==> config.mk <==
export PLATFORM = sky130hd
export DESIGN_NAME = dvc_bus_master
export DESIGN_NICKNAME = d
export VERILOG_FILES = /design/src/rtl/dvc_bus_master_pkg.sv /design/src/rtl/dvc_bus_master.sv
export SDC_FILE = /design/constraint.sdc
export NUM_CORES = 1
export LEC_CHECK = 0
export ABC_AREA = 1
export CAP_MARGIN = 20
export CORE_MARGIN = 10
export CORE_UTILIZATION = 55
export CTS_CLUSTER_DIAMETER = 60
export DETAILED_ROUTE_END_ITERATION = 12
export PLACE_DENSITY = 0.8
export SYNTH_ARGS = -nofsm -noshare
export SYNTH_HDL_FRONTEND = slang
export SYNTH_SLANG_ARGS = --single-unit
==> constraint.sdc <==
create_clock -name clk -period 4.9 [get_ports clk]
set_input_delay 0.98 -clock clk [delete_from_list [all_inputs] [get_ports clk]]
set_output_delay 0.98 -clock clk [all_outputs]
set_load 0.02 [all_outputs]
==> src/rtl/dvc_bus_master_pkg.sv <==
// Shared codes for the serial debug bridge: dvc access codes, command bytes,
// FSM encoding and small command-decode helpers.
package dvc_bus_master_pkg;

    // dvc load/store access codes driven on mem_ctl
    localparam logic [3:0] DMEM_NOP = 4'h0;
    localparam logic [3:0] DMEM_LW  = 4'h1;
    localparam logic [3:0] DMEM_LBU = 4'h3;
    localparam logic [3:0] DMEM_SW  = 4'h8;
    localparam logic [3:0] DMEM_SB  = 4'h9;

    // host command / response bytes
    localparam logic [7:0] CMD_W  = 8'h57;  // 'W' word write
    localparam logic [7:0] CMD_B  = 8'h42;  // 'B' byte write
    localparam logic [7:0] CMD_R  = 8'h52;  // 'R' word read
    localparam logic [7:0] CMD_RB = 8'h62;  // 'b' byte read (zero-extended)
    localparam logic [7:0] ACK    = 8'h2E;  // '.'
    localparam logic [7:0] NAK    = 8'h3F;  // '?'

    typedef enum logic [2:0] {
        ST_IDLE,
        ST_ADDR,
        ST_DATA,
        ST_ACCESS,
        ST_CAPT,
        ST_RESP,
        ST_TXLD,
        ST_TXGAP
    } state_t;

    function automatic logic cmd_known(input logic [7:0] c);
        return (c == CMD_W) || (c == CMD_B) || (c == CMD_R) || (c == CMD_RB);
    endfunction

    function automatic logic cmd_is_write(input logic [7:0] c);
        return (c == CMD_W) || (c == CMD_B);
    endfunction

    // number of data bytes following the address (writes only)
    function automatic logic [2:0] cmd_data_bytes(input logic [7:0] c);
        return (c == CMD_W) ? 3'd4 : 3'd1;
    endfunction

    function automatic logic [3:0] cmd_dmem(input logic [7:0] c);
        logic [3:0] m;
        m = DMEM_NOP;
        case (c)
            CMD_W:   m = DMEM_SW;
            CMD_B:   m = DMEM_SB;
            CMD_R:   m = DMEM_LW;
            CMD_RB:  m = DMEM_LBU;
            default: m = DMEM_NOP;
        endcase
        return m;
    endfunction

endpackage

==> src/rtl/dvc_bus_master.sv <==
// Serial debug bridge: turns a UART command stream into single dvc bus
// accesses and streams the response bytes back through the UART transmitter.
module dvc_bus_master
    import dvc_bus_master_pkg::*;
#(
    parameter int TIMEOUT = 1000000,
    parameter int TO_W    = 20
) (
    input  logic        clk,
    input  logic        rst,
    input  logic [7:0]  rx_data,
    input  logic        rx_rdy,
    output logic        rx_ft,
    output logic [7:0]  tx_data,
    output logic        tx_ld,
    input  logic        tx_busy,
    output logic [31:0] bus_addr,
    output logic [31:0] bus_wdata,
    output logic [3:0]  mem_ctl,
    input  logic [31:0] bus_rdata,
    output logic        bus_busy
);

    state_t           r_state;
    state_t           w_next;
    logic [7:0]       r_cmd;
    logic [2:0]       r_cnt;
    logic [31:0]      r_addr;
    logic [31:0]      r_wdata;
    logic [31:0]      r_sh;
    logic [TO_W-1:0]  r_to;
    logic             r_rx_ft;
    logic             r_rx_skip;
    logic             r_tx_ld;
    logic [7:0]       r_tx_data;
    logic             r_busy;

    logic             w_rx_open;
    logic             w_rx_take;
    logic             w_in_frame;
    logic             w_to_hit;

    // the UART flag lags rx_ft by a cycle, so rx_rdy is not trusted until two
    // cycles after a capture
    assign w_rx_open  = (r_state == ST_IDLE) || (r_state == ST_ADDR) || (r_state == ST_DATA);
    assign w_rx_take  = w_rx_open && rx_rdy && !r_rx_ft && !r_rx_skip;
    assign w_in_frame = (r_state == ST_ADDR) || (r_state == ST_DATA);
    assign w_to_hit   = w_in_frame && (r_to == TO_W'(TIMEOUT));

    assign rx_ft     = r_rx_ft;
    assign tx_ld     = r_tx_ld;
    assign tx_data   = r_tx_data;
    assign bus_addr  = r_addr;
    assign bus_wdata = r_wdata;
    assign bus_busy  = r_busy;

    // state register
    always_ff @(posedge clk) begin
        if (!rst) r_state <= ST_IDLE;
        else      r_state <= w_next;
    end

    // next-state and the single-cycle bus strobe
    always_comb begin
        w_next  = r_state;
        mem_ctl = DMEM_NOP;
        case (r_state)
            ST_IDLE: begin
                if (w_rx_take) w_next = cmd_known(rx_data) ? ST_ADDR : ST_RESP;
            end
            ST_ADDR: begin
                if (w_to_hit)
                    w_next = ST_IDLE;
                else if (w_rx_take && r_cnt == 3'd3)
                    w_next = cmd_is_write(r_cmd) ? ST_DATA : ST_ACCESS;
            end
            ST_DATA: begin
                if (w_to_hit)
                    w_next = ST_IDLE;
                else if (w_rx_take && r_cnt == cmd_data_bytes(r_cmd) - 3'd1)
                    w_next = ST_ACCESS;
            end
            ST_ACCESS: begin
                mem_ctl = cmd_dmem(r_cmd);
                w_next  = cmd_is_write(r_cmd) ? ST_RESP : ST_CAPT;
            end
            ST_CAPT:  w_next = ST_RESP;
            ST_RESP: begin
                if (!tx_busy) w_next = (r_cnt == 3'd0) ? ST_IDLE : ST_TXLD;
            end
            ST_TXLD:  w_next = ST_TXGAP;
            ST_TXGAP: w_next = ST_RESP;
            default:  w_next = ST_IDLE;
        endcase
    end

    // datapath: byte shift-in, read capture, byte shift-out, handshakes, timeout
    always_ff @(posedge clk) begin
        if (!rst) begin
            r_cmd     <= 8'h00;
            r_cnt     <= 3'd0;
            r_addr    <= 32'h0;
            r_wdata   <= 32'h0;
            r_sh      <= 32'h0;
            r_to      <= '0;
            r_rx_ft   <= 1'b0;
            r_rx_skip <= 1'b0;
            r_tx_ld   <= 1'b0;
            r_tx_data <= 8'h00;
            r_busy    <= 1'b0;
        end else begin
            r_rx_ft   <= w_rx_take;
            r_rx_skip <= r_rx_ft;
            r_tx_ld   <= 1'b0;
            r_to      <= (w_in_frame && !w_rx_take && !w_to_hit) ? r_to + 1'b1 : '0;
            case (r_state)
                ST_IDLE: begin
                    if (w_rx_take) begin
                        r_cmd   <= rx_data;
                        r_busy  <= 1'b1;
                        r_wdata <= 32'h0;
                        r_cnt   <= 3'd0;
                        if (!cmd_known(rx_data)) begin
                            r_sh  <= {NAK, 24'h0};
                            r_cnt <= 3'd1;
                        end
                    end
                end
                ST_ADDR: begin
                    if (w_to_hit) begin
                        r_busy <= 1'b0;
                    end else if (w_rx_take) begin
                        r_addr <= {r_addr[23:0], rx_data};
                        r_cnt  <= (r_cnt == 3'd3) ? 3'd0 : r_cnt + 3'd1;
                    end
                end
                ST_DATA: begin
                    if (w_to_hit) begin
                        r_busy <= 1'b0;
                    end else if (w_rx_take) begin
                        r_wdata <= {r_wdata[23:0], rx_data};
                        r_cnt   <= r_cnt + 3'd1;
                    end
                end
                ST_ACCESS: begin
                    if (cmd_is_write(r_cmd)) begin
                        r_sh  <= {ACK, 24'h0};
                        r_cnt <= 3'd1;
                    end
                end
                ST_CAPT: begin
                    // slave data is valid exactly one cycle after the access
                    if (r_cmd == CMD_R) begin
                        r_sh  <= bus_rdata;
                        r_cnt <= 3'd4;
                    end else begin
                        r_sh  <= {bus_rdata[7:0], 24'h0};
                        r_cnt <= 3'd1;
                    end
                end
                ST_RESP: begin
                    if (!tx_busy) begin
                        if (r_cnt == 3'd0) begin
                            r_busy <= 1'b0;
                        end else begin
                            r_tx_ld   <= 1'b1;
                            r_tx_data <= r_sh[31:24];
                            r_sh      <= {r_sh[23:0], 8'h00};
                            r_cnt     <= r_cnt - 3'd1;
                        end
                    end
                end
                default: ;
            endcase
        end
    end

endmodule
==> impl_metrics.csv <==
group,metric,value,unit
status,outcome,"complete, no violations",
critical_path,required,3920,ps
sta,timing.final.crit_share,0.7197,
synthesis,synth_top_area_share,0.4455,
layout,diodes,0,
synthesis,synth_area_leaders,"dfxtp_1 (45%), nand2_1 (15%), nor2_1 (11%)",
critical_path,cp.arrival,2550,ps
critical_path,r2r-start,"r_state[2]",
layout,design_area,8257,sq um
power,intPower,3.088,mW
worst_hold_path,holdPathStages,2,
synthesis,synth.distinct_cells,32,
routing,viasPerCell,5.066,
routing,ant_nets,0,
sta,drv_slew,0,
floorplanning,die_w,127.7,um
power,irDropWorstVdd,434.4,uV
floorplanning,rows,39,
power,p_clk_frac,0.297,
grt,track_usage,0.1995,
floorplanning,io_pins,123,
critical_path,worst-setup-path-type,"flop to primary output",
grt,grt_pass1_wl,27.01,mm
grt,grt_max_degree,110,
routing,drc_errors,0,
clock_network,post-cts-setup-buffers,0,
critical_path,r2r-end,"r_sh[19]",
power,p_sw_frac,0.3692,
synthesis,yosysWarnings,0,
routing,wl_per_cell,13.65,um
grt,overflow,0,
placement,portBuffers,121,
critical_path,worstPathMaxFanout,10,
clock_network,cts_sinks,142,
routing,vias,6059,
grt,grt_pass1_vias,5649,
placement,place_ws,1464,ps
sta,finalSetupViolCount,0,
placement,place_area,7570,sq um
clock_network,cts.clk_slew.worst_paths,60,ps
layout,drive_gt1_frac,0.05888,
synthesis,synth-edff-count,0,
synthesis,syn_inst,940,
floorplanning,core_area,11370,sq um
critical_path,rr_worst_depth,11,
placement,hpwl,11.14,mm
synthesis,synth_fp_nets,991,
worst_hold_path,worst_hold_startpoint,"r_cmd[3]",
sta,finalClockSkew,11.12,ps
power,p_total,4.895,mW
floorplanning,start_util,0.5612,
synthesis,synth.most_common_cell,"nand2_1",
synthesis,synthArstFlopShare,0,
floorplanning,die_area,16310,sq um
layout,nNetsFinal,1091,
power,p_seq_frac,0.335,
critical_path,worstSetupStartpointType,"flop",
sta,final.setup.worst_slack,1374,ps
synthesis,yosysTopAreaCell,"dfxtp_1",
sta,hold_violations,0,
worst_hold_path,min_to,"r_cmd[3]",
synthesis,mappedNetlistArea,6381,sq um
clock_network,cts_max_path_buffers,2,
sta,rsz0062_at_grt,"no",
critical_path,worstSetupEndpointType,"primary output",
synthesis,yosys-top-cells-count,"nand2_1 (252), nor2_1 (192), dfxtp_1 (142), inv_1 (70), a21oi_1 (65)",
routing,drt-total-wl,16.33,mm
power,power.density,592.8,nW/um^2
clock_network,cts_buffers,17,
routing,dr.pass1.iters,4,
synthesis,avgSynthCellArea,6.788,sq um
sta,max_slew_margin,0.3347,
clock_network,cts-resized-gates,0,
clock_network,clock-root-buffer,"clkbuf_16",
clock_network,cts_tree,"yes",
clock_network,clk-insertion-delay-late,430,ps
clock_network,htree_levels,4,
placement,gp_congestion,0.9199,
sta,fmax,0.2836,GHz
sta,fin_setup_tns,0,ps
flow_run,max-cap-violations,0,
floorplanning,die_height,127.7,um
synthesis,ys_ff_latch,142,
grt,antenna_found_initial,0,
critical_path,r2r_slack,2110,ps
routing,drt_iter0_markers,489,
power,p_leak,3.285,nW
power,power.switching,1.807,mW
power,combPwrFrac,0.367,
worst_hold_path,hold_path.class,"flop to flop",
sta,min_period,3526,ps
clock_network,postCtsHoldBufs,0,
synthesis,ys_seq_area_frac,0.4455,
layout,syn_to_final_growth,29.39,%
synthesis,ys.flop_type,"dfxtp_1",
sta,worst_pin_slew,998.0,ps
==> area by class of cell <==
cell class,count,area [sq um]
clock buffers,18,429.2
multi-input cells,676,3024
clock inverters,14,237.7
flip-flops and latches,142,2843
well taps,143,178.9
repair buffers,125,1251
fillers,991,3113
inverters,78,292.8
==> power groups by stage <==
stage | combinational [mW] | sequential, mW | clock (mW)
floorplan | 1.07 | 1.82 | 0
global placement | 1.76 | 1.65 | 0
detailed placement | 1.79 | 1.66 | 0
CTS | 1.80 | 1.64 | 1.47
global route | 2.02 | 1.67 | 1.53
finish | 1.80 | 1.64 | 1.46
==> per-stage QoR <==
step                utilization  hold slack, ps  std cells
global placement         0.6658           432.0       1163
finish                   0.7262           445.2       1196
global route             0.7262           464.4       1196
floorplan                     -           423.0        940
detailed placement       0.6658           437.6       1163
CTS                      0.7244           446.7       1195
==> per-layer routing <==
| metal | up-vias | GRT usage | share of wire |
|---|---|---|---|
| met5 | - | 0 | 0 |
| met4 | 0 | 0.07815 | 0.013 |
| met3 | 21 | 0.06989 | 0.071 |
| met2 | 155 | 0.2995 | 0.46 |
| met1 | 2722 | 0.2571 | 0.46 |
| li1 | 3161 | - | - |
==> worst max-delay path by stage <==
stage / start / end / slack (ps) / depth (start not counted)
5_1_grt: r_state[0] / mem_ctl[1] / 1190 / 5
3_5_place_dp: rx_rdy / bus_addr[23] / 1460 / 8
3_3_place_gp: rx_rdy / bus_addr[22] / 1620 / 8
6_report: r_state[0] / mem_ctl[1] / 1370 / 5
2_1_floorplan: r_state[1] / mem_ctl[1] / 2620 / 4
4_1_cts: r_state[0] / mem_ctl[1] / 1370 / 5
==> logic make-up (layout without fill, tap and decap cells) <==
kind of cell               Yosys count  after routing  synth area share
AOI/OAI and AO/OA                  123            123           0.09765
xor gates and xnor gates            11             11           0.01510
adders and majority gates            7              7           0.01372
buffers and inverters              122            235           0.08059
DFF                                142            142            0.4455
muxes                                1              1          0.001765
other                                1              1         0.0005877
and+or+nand+nor                    533            533            0.3451
==> placed cells by master, fill, tap and decap left out, types with 4 or more instances in the layout <==
| cell | count |
|---|---|
| clkdlybuf4s50_1 | 120 |
| inv_1 | 70 |
| nor3_1 | 14 |
| bufinv_16 | 6 |
| nand3_1 | 42 |
| a21oi_1 | 65 |
| nor2_1 | 192 |
| dfxtp_1 | 142 |
| nor2_2 | 8 |
| xor2_1 | 9 |
| nand4_1 | 12 |
| buf_4 | 4 |
| inv_2 | 7 |
| ha_1 | 7 |
| clkbuf_16 | 17 |
| nand2_1 | 252 |
| o21ai_0 | 54 |
==> state kept, by name, indices dropped and copies added (netlist names) <==
signal and flops:
r_cmd 8, bus_wdata 32, rx_ft 1, r_to 20
bus_addr 32, r_state 3, tx_data 8, r_cnt 3
bus_busy 1, r_rx_skip 1, r_sh 32, tx_ld 1
==> worst max-delay path: stages, from the launching register on <==
cell             delay, ps
dfxtp_1                590
nand2_1                210
nor2_1                 230
inv_1                  130
nor3_1                 290
clkdlybuf4s50_1        670
(Power assumes the default switching activity.)
